### config.mk
export PLATFORM = sky130hd
export DESIGN_NAME = uart_tx_engine
export DESIGN_NICKNAME = d
export VERILOG_FILES = /design/src/rtl/uart_pkg.sv /design/src/rtl/uart_baud_tick.sv /design/src/rtl/uart_tx_engine.sv
export SDC_FILE = /design/constraint.sdc
export NUM_CORES = 1
export LEC_CHECK = 0
export ABC_AREA = 1
export CAP_MARGIN = 0
export CORE_MARGIN = 2
export CORE_UTILIZATION = 56
export CTS_CLUSTER_DIAMETER = 80
export CTS_CLUSTER_SIZE = 10
export DETAILED_ROUTE_END_ITERATION = 8
export GPL_ROUTABILITY_DRIVEN = 0
export PLACE_DENSITY = 0.78
export SYNTH_ARGS = -nofsm -noshare
export SYNTH_HDL_FRONTEND = slang
export SYNTH_SLANG_ARGS = --single-unit
### constraint.sdc
create_clock -name CLK -period 1.7 [get_ports CLK]
set_input_delay 0.17 -clock CLK [delete_from_list [all_inputs] [get_ports CLK]]
set_output_delay 0.17 -clock CLK [all_outputs]
set_load 0.01 [all_outputs]
### src/rtl/uart_pkg.sv
// Shared UART definitions: frame state encoding, parity modes and the
// baud divisor helper used by both the transmitter and the receiver.
package uart_pkg;

  typedef enum logic [2:0] {
    ST_IDLE   = 3'd0,
    ST_START  = 3'd1,
    ST_DATA   = 3'd2,
    ST_PARITY = 3'd3,
    ST_STOP   = 3'd4,
    ST_DONE   = 3'd5
  } uart_state_e;

  localparam int PAR_NONE = 0;
  localparam int PAR_ODD  = 1;
  localparam int PAR_EVEN = 2;

  // Clock cycles per bit, rounded to the nearest integer.
  function automatic int calc_bps(input int clk_freq, input int baud);
    return (clk_freq + baud / 2) / baud;
  endfunction

  function automatic logic calcParity(input logic [7:0] data, input int mode);
    return (mode == PAR_ODD) ? ~(^data) : (^data);
  endfunction

endpackage

### src/rtl/uart_baud_tick.sv
// Bit-period timer: counts 0..BPS-1 while running and strobes tick_o in the
// final cycle of each bit so the frame FSM advances exactly on bit boundaries.
module uart_baud_tick #(
  parameter int BPS = 16
) (
  input  logic clk_i,
  input  logic rst_ni,
  input  logic clr_i,
  output logic tick_o
);

  localparam int CW = (BPS > 1) ? $clog2(BPS) : 1;
  localparam logic [CW-1:0] LAST = CW'(BPS - 1);

  logic [CW-1:0] cnt_q;
  logic [CW-1:0] cnt_d;

  // Reload at the last count so every bit is exactly BPS cycles with no drift.
  always_comb begin
    cnt_d = cnt_q + CW'(1);
    if (clr_i || (cnt_q == LAST)) begin
      cnt_d = '0;
    end
  end

  always_ff @(posedge clk_i) begin
    if (!rst_ni) begin
      cnt_q <= '0;
    end else begin
      cnt_q <= cnt_d;
    end
  end

  assign tick_o = !clr_i && (cnt_q == LAST);

endmodule

### src/rtl/uart_tx_engine.sv
// UART transmitter: serialises one latched byte per request as
// start, D0..D7, optional parity and 1 or 2 stop bits, then pulses Tx_Done_Sig.
module uart_tx_engine
  import uart_pkg::*;
#(
  parameter int CLK_FREQ  = 50_000_000,
  parameter int BAUD      = 9600,
  parameter int PARITY    = 0,
  parameter int STOP_BITS = 1
) (
  input  logic       CLK,
  input  logic       RST_n,
  input  logic       Tx_En_Sig,
  input  logic [7:0] Tx_Data,
  output logic       Tx_Done_Sig,
  output logic       Tx_Busy,
  output logic       TX_Pin_Out
);

  localparam int   BPS       = calc_bps(CLK_FREQ, BAUD);
  localparam logic STOP_LAST = (STOP_BITS == 2) ? 1'b1 : 1'b0;

  if (BPS < 2 || PARITY < 0 || PARITY > 2 || (STOP_BITS != 1 && STOP_BITS != 2)) begin : gen_param_check
    $error("uart_tx_engine: illegal parameter combination");
  end

  uart_state_e state_q;
  logic [7:0]  shift_q;
  logic [2:0]  bitIdx_q;
  logic        stopIdx_q;
  logic        parity_q;
  logic        pin_q;
  logic        done_q;
  logic        busy_q;
  logic        bitTick;
  logic        tickClr;

  // The timer is held at zero whenever no bit is on the line.
  assign tickClr = (state_q == ST_IDLE) || (state_q == ST_DONE);

  uart_baud_tick #(
    .BPS(BPS)
  ) u_baud_tick (
    .clk_i  (CLK),
    .rst_ni (RST_n),
    .clr_i  (tickClr),
    .tick_o (bitTick)
  );

  always_ff @(posedge CLK) begin
    if (!RST_n) begin
      state_q   <= ST_IDLE;
      shift_q   <= 8'h00;
      bitIdx_q  <= 3'd0;
      stopIdx_q <= 1'b0;
      parity_q  <= 1'b0;
      pin_q     <= 1'b1;
      done_q    <= 1'b0;
      busy_q    <= 1'b0;
    end else begin
      done_q <= 1'b0;
      case (state_q)
        ST_IDLE: begin
          if (Tx_En_Sig) begin
            shift_q   <= Tx_Data;
            parity_q  <= calcParity(Tx_Data, PARITY);
            bitIdx_q  <= 3'd0;
            stopIdx_q <= 1'b0;
            pin_q     <= 1'b0;
            busy_q    <= 1'b1;
            state_q   <= ST_START;
          end
        end
        ST_START: begin
          if (bitTick) begin
            pin_q   <= shift_q[0];
            shift_q <= shift_q >> 1;
            state_q <= ST_DATA;
          end
        end
        // The pin value for the next bit is loaded on the tick so the line stays registered.
        ST_DATA: begin
          if (bitTick) begin
            if (bitIdx_q == 3'd7) begin
              if (PARITY != PAR_NONE) begin
                pin_q   <= parity_q;
                state_q <= ST_PARITY;
              end else begin
                pin_q   <= 1'b1;
                state_q <= ST_STOP;
              end
            end else begin
              bitIdx_q <= bitIdx_q + 3'd1;
              pin_q    <= shift_q[0];
              shift_q  <= shift_q >> 1;
            end
          end
        end
        ST_PARITY: begin
          if (bitTick) begin
            pin_q   <= 1'b1;
            state_q <= ST_STOP;
          end
        end
        ST_STOP: begin
          if (bitTick) begin
            if (stopIdx_q == STOP_LAST) begin
              done_q  <= 1'b1;
              state_q <= ST_DONE;
            end else begin
              stopIdx_q <= stopIdx_q + 1'b1;
            end
          end
        end
        ST_DONE: begin
          busy_q  <= 1'b0;
          state_q <= ST_IDLE;
        end
        default: begin
          pin_q   <= 1'b1;
          busy_q  <= 1'b0;
          state_q <= ST_IDLE;
        end
      endcase
    end
  end

  assign TX_Pin_Out  = pin_q;
  assign Tx_Done_Sig = done_q;
  assign Tx_Busy     = busy_q;

endmodule

After elaboration in Yosys (flattened, before gate mapping)
Cells that the tools add are included.
- ROM bits: 0
- bits in registers: 31
- memory bits (writable): 0
- output and inout bits: 3
- bits in latches: 0
- memories: 0
- word-level logic and storage cells: 76
- input port bits: 11
- div/mod/pow operators: 0
- reductions and logical operators: 18
- $add $sub $neg: 3
- bitwise operators: 3
- muxes and demuxes: 29
- multiply operators: 0
- shifts and indexed selects: 0
- magnitude comparators: 0
- equal/unequal tests: 15
- operators with widths (cell ; number):
    8-bit two-way mux ; 4
    3-bit two-way mux ; 10
    8-bit one-hot mux with 3 select lines ; 1
    2-bit != test (second input constant) ; 8
    3-bit one-hot mux with 5 select lines ; 1
    13-bit by 1-bit adder with 13-bit output (second input constant) ; 1
    13-bit == test (second input constant) ; 1
    5-bit AND reduction ; 2
    3-bit == test (second input constant) ; 3
    1-bit two-way mux ; 9
    7-bit AND reduction ; 1
    3-bit by 2-bit == test with 1-bit output (second input constant) ; 2
    3-bit one-hot mux with 2 select lines ; 1
    3-bit AND reduction ; 2
    1-bit one-hot mux with 5 select lines ; 1
    1-bit one-hot mux with 2 select lines ; 2
    4-bit AND reduction ; 1
    2-bit nonzero test ; 2
    2-bit OR reduction ; 2
    4-bit OR reduction ; 1
    3-bit by 1-bit adder with 3-bit output (second input constant) ; 1
    3-bit by 1-bit == test with 1-bit output (second input constant) ; 1
    3-bit logical NOT ; 1
    1-bit inverter ; 3
    6 further kinds ; 7

Logic depth before layout (Yosys ltp)
- word-level depth: 6
- depth in mapped cells: 12
- depth with buffers taken out: 12

Modules after synthesis
A second synthesis with hierarchy kept.
- cell total of the unflattened synthesis: 257
- area total of the unflattened synthesis: 1652.8 um^2
- by module, submodules not included (module ; instances ; area an instance (um^2) ; sequential area each (um^2) ; cells each):
    uart_tx_engine ; 1 ; 985.9 ; 340.3 ; 162
    uart_baud_tick ; 1 ; 666.9 ; 260.2 ; 95

Least setup slack after synthesis
No wires, ideal clock.
- path type: reg-to-reg
- start point: register u_baud_tick.cnt_q[0]
- end point: register state_q[1]
- required time: 1.587 ns
- path buffers: 0
- cell stages (with the launch flop): 11
- period minus slack after synthesis: 1.406 ns
- library setup time: 0.113 ns
- setup slack: 0.294 ns
- arrival time: 1.293 ns
- cells stage by stage: dfxtp_1 -> ha_1 -> nand2_1 -> nor2_1 -> nand3_2 -> nand2_2 -> nand2_2 -> nor2_4 -> nand2_1 -> nor2_1 -> nor2_1
- cells in the longest elaborated chain, start to end: 4
- elaborated cells between the ends (all ways): 7
- classes of those cells: eq/ne: 5; reduce/logical: 2
- ends and longest elaborated chain (element ; RTL line ; RTL):
    start: declaration ; uart_baud_tick.sv:15 ; logic [CW-1:0] cnt_q;
    start signal: assignment ; uart_baud_tick.sv:30 ; cnt_q <= cnt_d;
    13-bit == test (*) ; uart_baud_tick.sv:34 ; assign tick_o = !clr_i && (cnt_q == LAST);
    1-bit logical AND (*) ; uart_baud_tick.sv:34 ;
    2-bit != test (no line) ; - ;
    7-bit AND reduction (no line) (*) ; - ;
    end signal: assignment ; uart_tx_engine.sv:52 ; state_q <= ST_IDLE;
    end signal: assignment ; uart_tx_engine.sv:71 ; state_q <= ST_START;
    end signal: assignment ; uart_tx_engine.sv:78 ; state_q <= ST_DATA;
    end: declaration ; uart_tx_engine.sv:27 ; uart_state_e state_q;
Every way passes the cells marked *; elsewhere a longest branch is shown, timed or not.
A chain may end at the register's enable or synchronous reset.

Worst setup path in the final report
- start point: register u_baud_tick.cnt_q[0]
- end point: register u_baud_tick.cnt_q[10]
- cells in the longest elaborated chain, start to end: 3
- elaborated cells between the ends (all ways): 4
- classes of those cells: add/sub: 1; eq/ne: 1; reduce/logical: 2
- ends and longest elaborated chain (element):
    parallel branches: the longest is 3 deep, another holds 13-bit by 1-bit adder with 13-bit output
Several ways; the timed one is not identified.

==> metrics.cfg <==
[run_status]
outcome=completed

[sta]
fin_worst_skew_ns=0.00970
max_freq_mhz=646
finalCriticalPeriod_ns=1.55
hold_viol=0
worstMarginPinSlew_ns=0.241
setup_viol=0
finalMaxSlewViolations=0
finalWorstSetupSlack_ns=0.151
relSlewSlack=0.838
fin_crit_sh=0.911

[power_and_ir_drop]
power_mw=2.94
p_leak_nw=0.770
p_sw_frac=0.458
ir_drop_uv=1600
p_per_area_nw_per_um2=1610
seqPwrFrac=0.324
power_frac_comb=0.523
p_int_mw=1.59
p_sw_mw=1.35
pwr-share-clk=0.153

[yosys]
synth_area_um2=1560
ys_seq_area_frac=0.384
synth_cells=226
synth_cell_types=27
ys_seq_elements=30
yosys_warnings=0
avgSynthCellArea_um2=6.91
syn_nets=240

[worst_setup_path]
cp-start-kind=register
crit_required_ns=1.97
cpPeakStageDelay_ns=0.36
crit_slowest_cell=dfxtp_2
startpoint=u_baud_tick.cnt_q[0]
crit_top_cell=nand2_2
critical_path_class=reg2reg
r2r_slack_ns=0.15
cp_max_fo=4
critical_path.top_delay_family=simple AND/OR/NAND/NOR gates
path_cells=ha_2 -> nand2_2 -> nor3_2 -> nand2_2 -> nor3_4 -> nand3_1 -> a21oi_2
timing.rr.start=u_baud_tick.cnt_q[0]
path_buf_inv=0
crit_arrival_ns=1.82
end_kind=register

[min_path]
hold_path.class=reg2reg
min-delay-start=u_baud_tick.cnt_q[0]

[floorplan]
num_io_pins=14
die_x_um=56.8
die_h_um=56.8
rows=19
core_area_um2=2710
die-area_um2=3230
start_util=0.577

[grt]
grt_pass1_vias=1307
grt_max_degree=14
track_usage=0.215
overflow=0
grt_pass1_wl_um=5370
antenna_found_initial=0

[final_layout]
design_area_um2=1830
drive_above_1_share=0.190
regArea_um2=603
area_growth_syn_to_layout_pct=16.9
num-nets-final=261
nFillCells=270
multi_input_area_um2=870
final_cell_count_no_fill=279
diodes=0

[clock_tree]
numClockSinks=30
cts_root_buf=clkbuf_4
cts.reportedPaths.clkPinSlew_ns=0.09
cts_tree=done
cts_buffers=5
cts-htree-levels=2
clock_latency_ns=0.34
cts_buffer_depth=2

[place]
io_buffers=13
hpwlAfterDp_um=2260
place_area_um2=1740
pre_cts_slack_ns=0.140
dpl.cell_count=271

[detailed_routing]
dr_wl_met2_um=1350
postRouteAntennaNets=0
wirelength_um=3020
wl_per_cell_um=10.8
remaining_drc_errors=0
met1Wirelength_um=1500
drt_first_iter_violations=54
route.met3.wl_um=123
highest_layer=met4
vias=1447
via_per_inst=5.19
dr.pass1.iters=5

[flow_run]
maxCapViolations=0

[cell usage in the layout (no fill, tap or decap), drive strengths merged]
master / n
a21oi: 7
buf: 3
clkbuf: 7
clkdlybuf4s50: 13
clkinv: 1
dfxtp: 30
ha: 3
inv: 26
nand2: 60
nand3: 18
nand4: 3
nor2: 50
nor3: 6
nor3b: 3
nor4: 2
o2111ai: 1
o21ai: 10
or2: 1
xor2: 4
[synth_stat cells, drive strengths merged]
master | number | area share
nand2 | 60 | 0.15
nor2 | 50 | 0.15
dfxtp | 30 | 0.38
inv | 26 | 0.064
nand3 | 18 | 0.069
o21ai | 10 | 0.034
a21oi | 7 | 0.022
nor3 | 6 | 0.026
xor2 | 4 | 0.022
ha | 3 | 0.024
nand4 | 3 | 0.012
nor3b | 3 | 0.018
buf | 2 | 0.0064
nor4 | 2 | 0.0080
o2111ai | 1 | 0.0056
or2 | 1 | 0.0056
[routing by layer]
| metal | vias up | GRT usage |
|---|---|---|
| li1 | 771 | - |
| met1 | 641 | 0.277 |
| met2 | 30 | 0.331 |
| met3 | 5 | 0.0645 |
| met4 | 0 | 0.0997 |
| met5 | - | 0 |
[final cells by class]
cell class	instances	share of cell area
multi-input combinational	168	0.476
sequential	30	0.330
timing repair buffer	16	0.0836
inverter	26	0.0562
clock buffer	7	0.0301
tap	31	0.0212
clock inverter	1	0.00274
[through the flow]
stage / hold slack (ns) / util / setup TNS (ns)
after floorplan: 0.309 / - / 0
after CTS: 0.460 / 0.666 / 0
after global placement: 0.447 / 0.644 / 0
final: 0.434 / 0.674 / 0
after detailed placement: 0.449 / 0.644 / 0
after global routing: 0.455 / 0.674 / -0.0253
[logic make-up (layout without fill, tap and decap cells)]
family          Yosys count  in the layout  synth area share
buf+inv                  28             50            0.0705
xor+xnor                  4              4            0.0224
fa+ha+maj                 3              3            0.0240
simple gates            143            143             0.436
compound gates           18             18            0.0624
flops                    30             30             0.384
[flip-flops by register name, indices dropped and copies added (netlist names)]
register           cells
Tx_Busy                1
u_baud_tick.cnt_q     13
shift_q                8
Tx_Done_Sig            1
bitIdx_q               3
state_q                3
TX_Pin_Out             1
[power by group through the flow]
| stage | sequential [mW] | combinational [mW] | clock, mW |
|---|---|---|---|
| after floorplan | 0.957 | 1.22 | 0 |
| after global placement | 0.962 | 1.52 | 0 |
| after detailed placement | 0.966 | 1.53 | 0 |
| after CTS | 0.949 | 1.54 | 0.467 |
| after global routing | 0.972 | 1.76 | 0.495 |
| final | 0.952 | 1.54 | 0.449 |
[worst paths after layout]
kind                           endpoint  cells past startpoint
hold / removal     u_baud_tick.cnt_q[0]                      1
hold reg to reg    u_baud_tick.cnt_q[0]                      1
setup reg to reg  u_baud_tick.cnt_q[10]                      7
setup / recovery  u_baud_tick.cnt_q[10]                      7
[repair_timing]
action                                  CTS  global route
buffers inserted                          0             0
endpoints found under the setup margin    0            15
hold buffers                              0             0
gates resized for setup                   0             8
(Power assumes the default switching activity.)
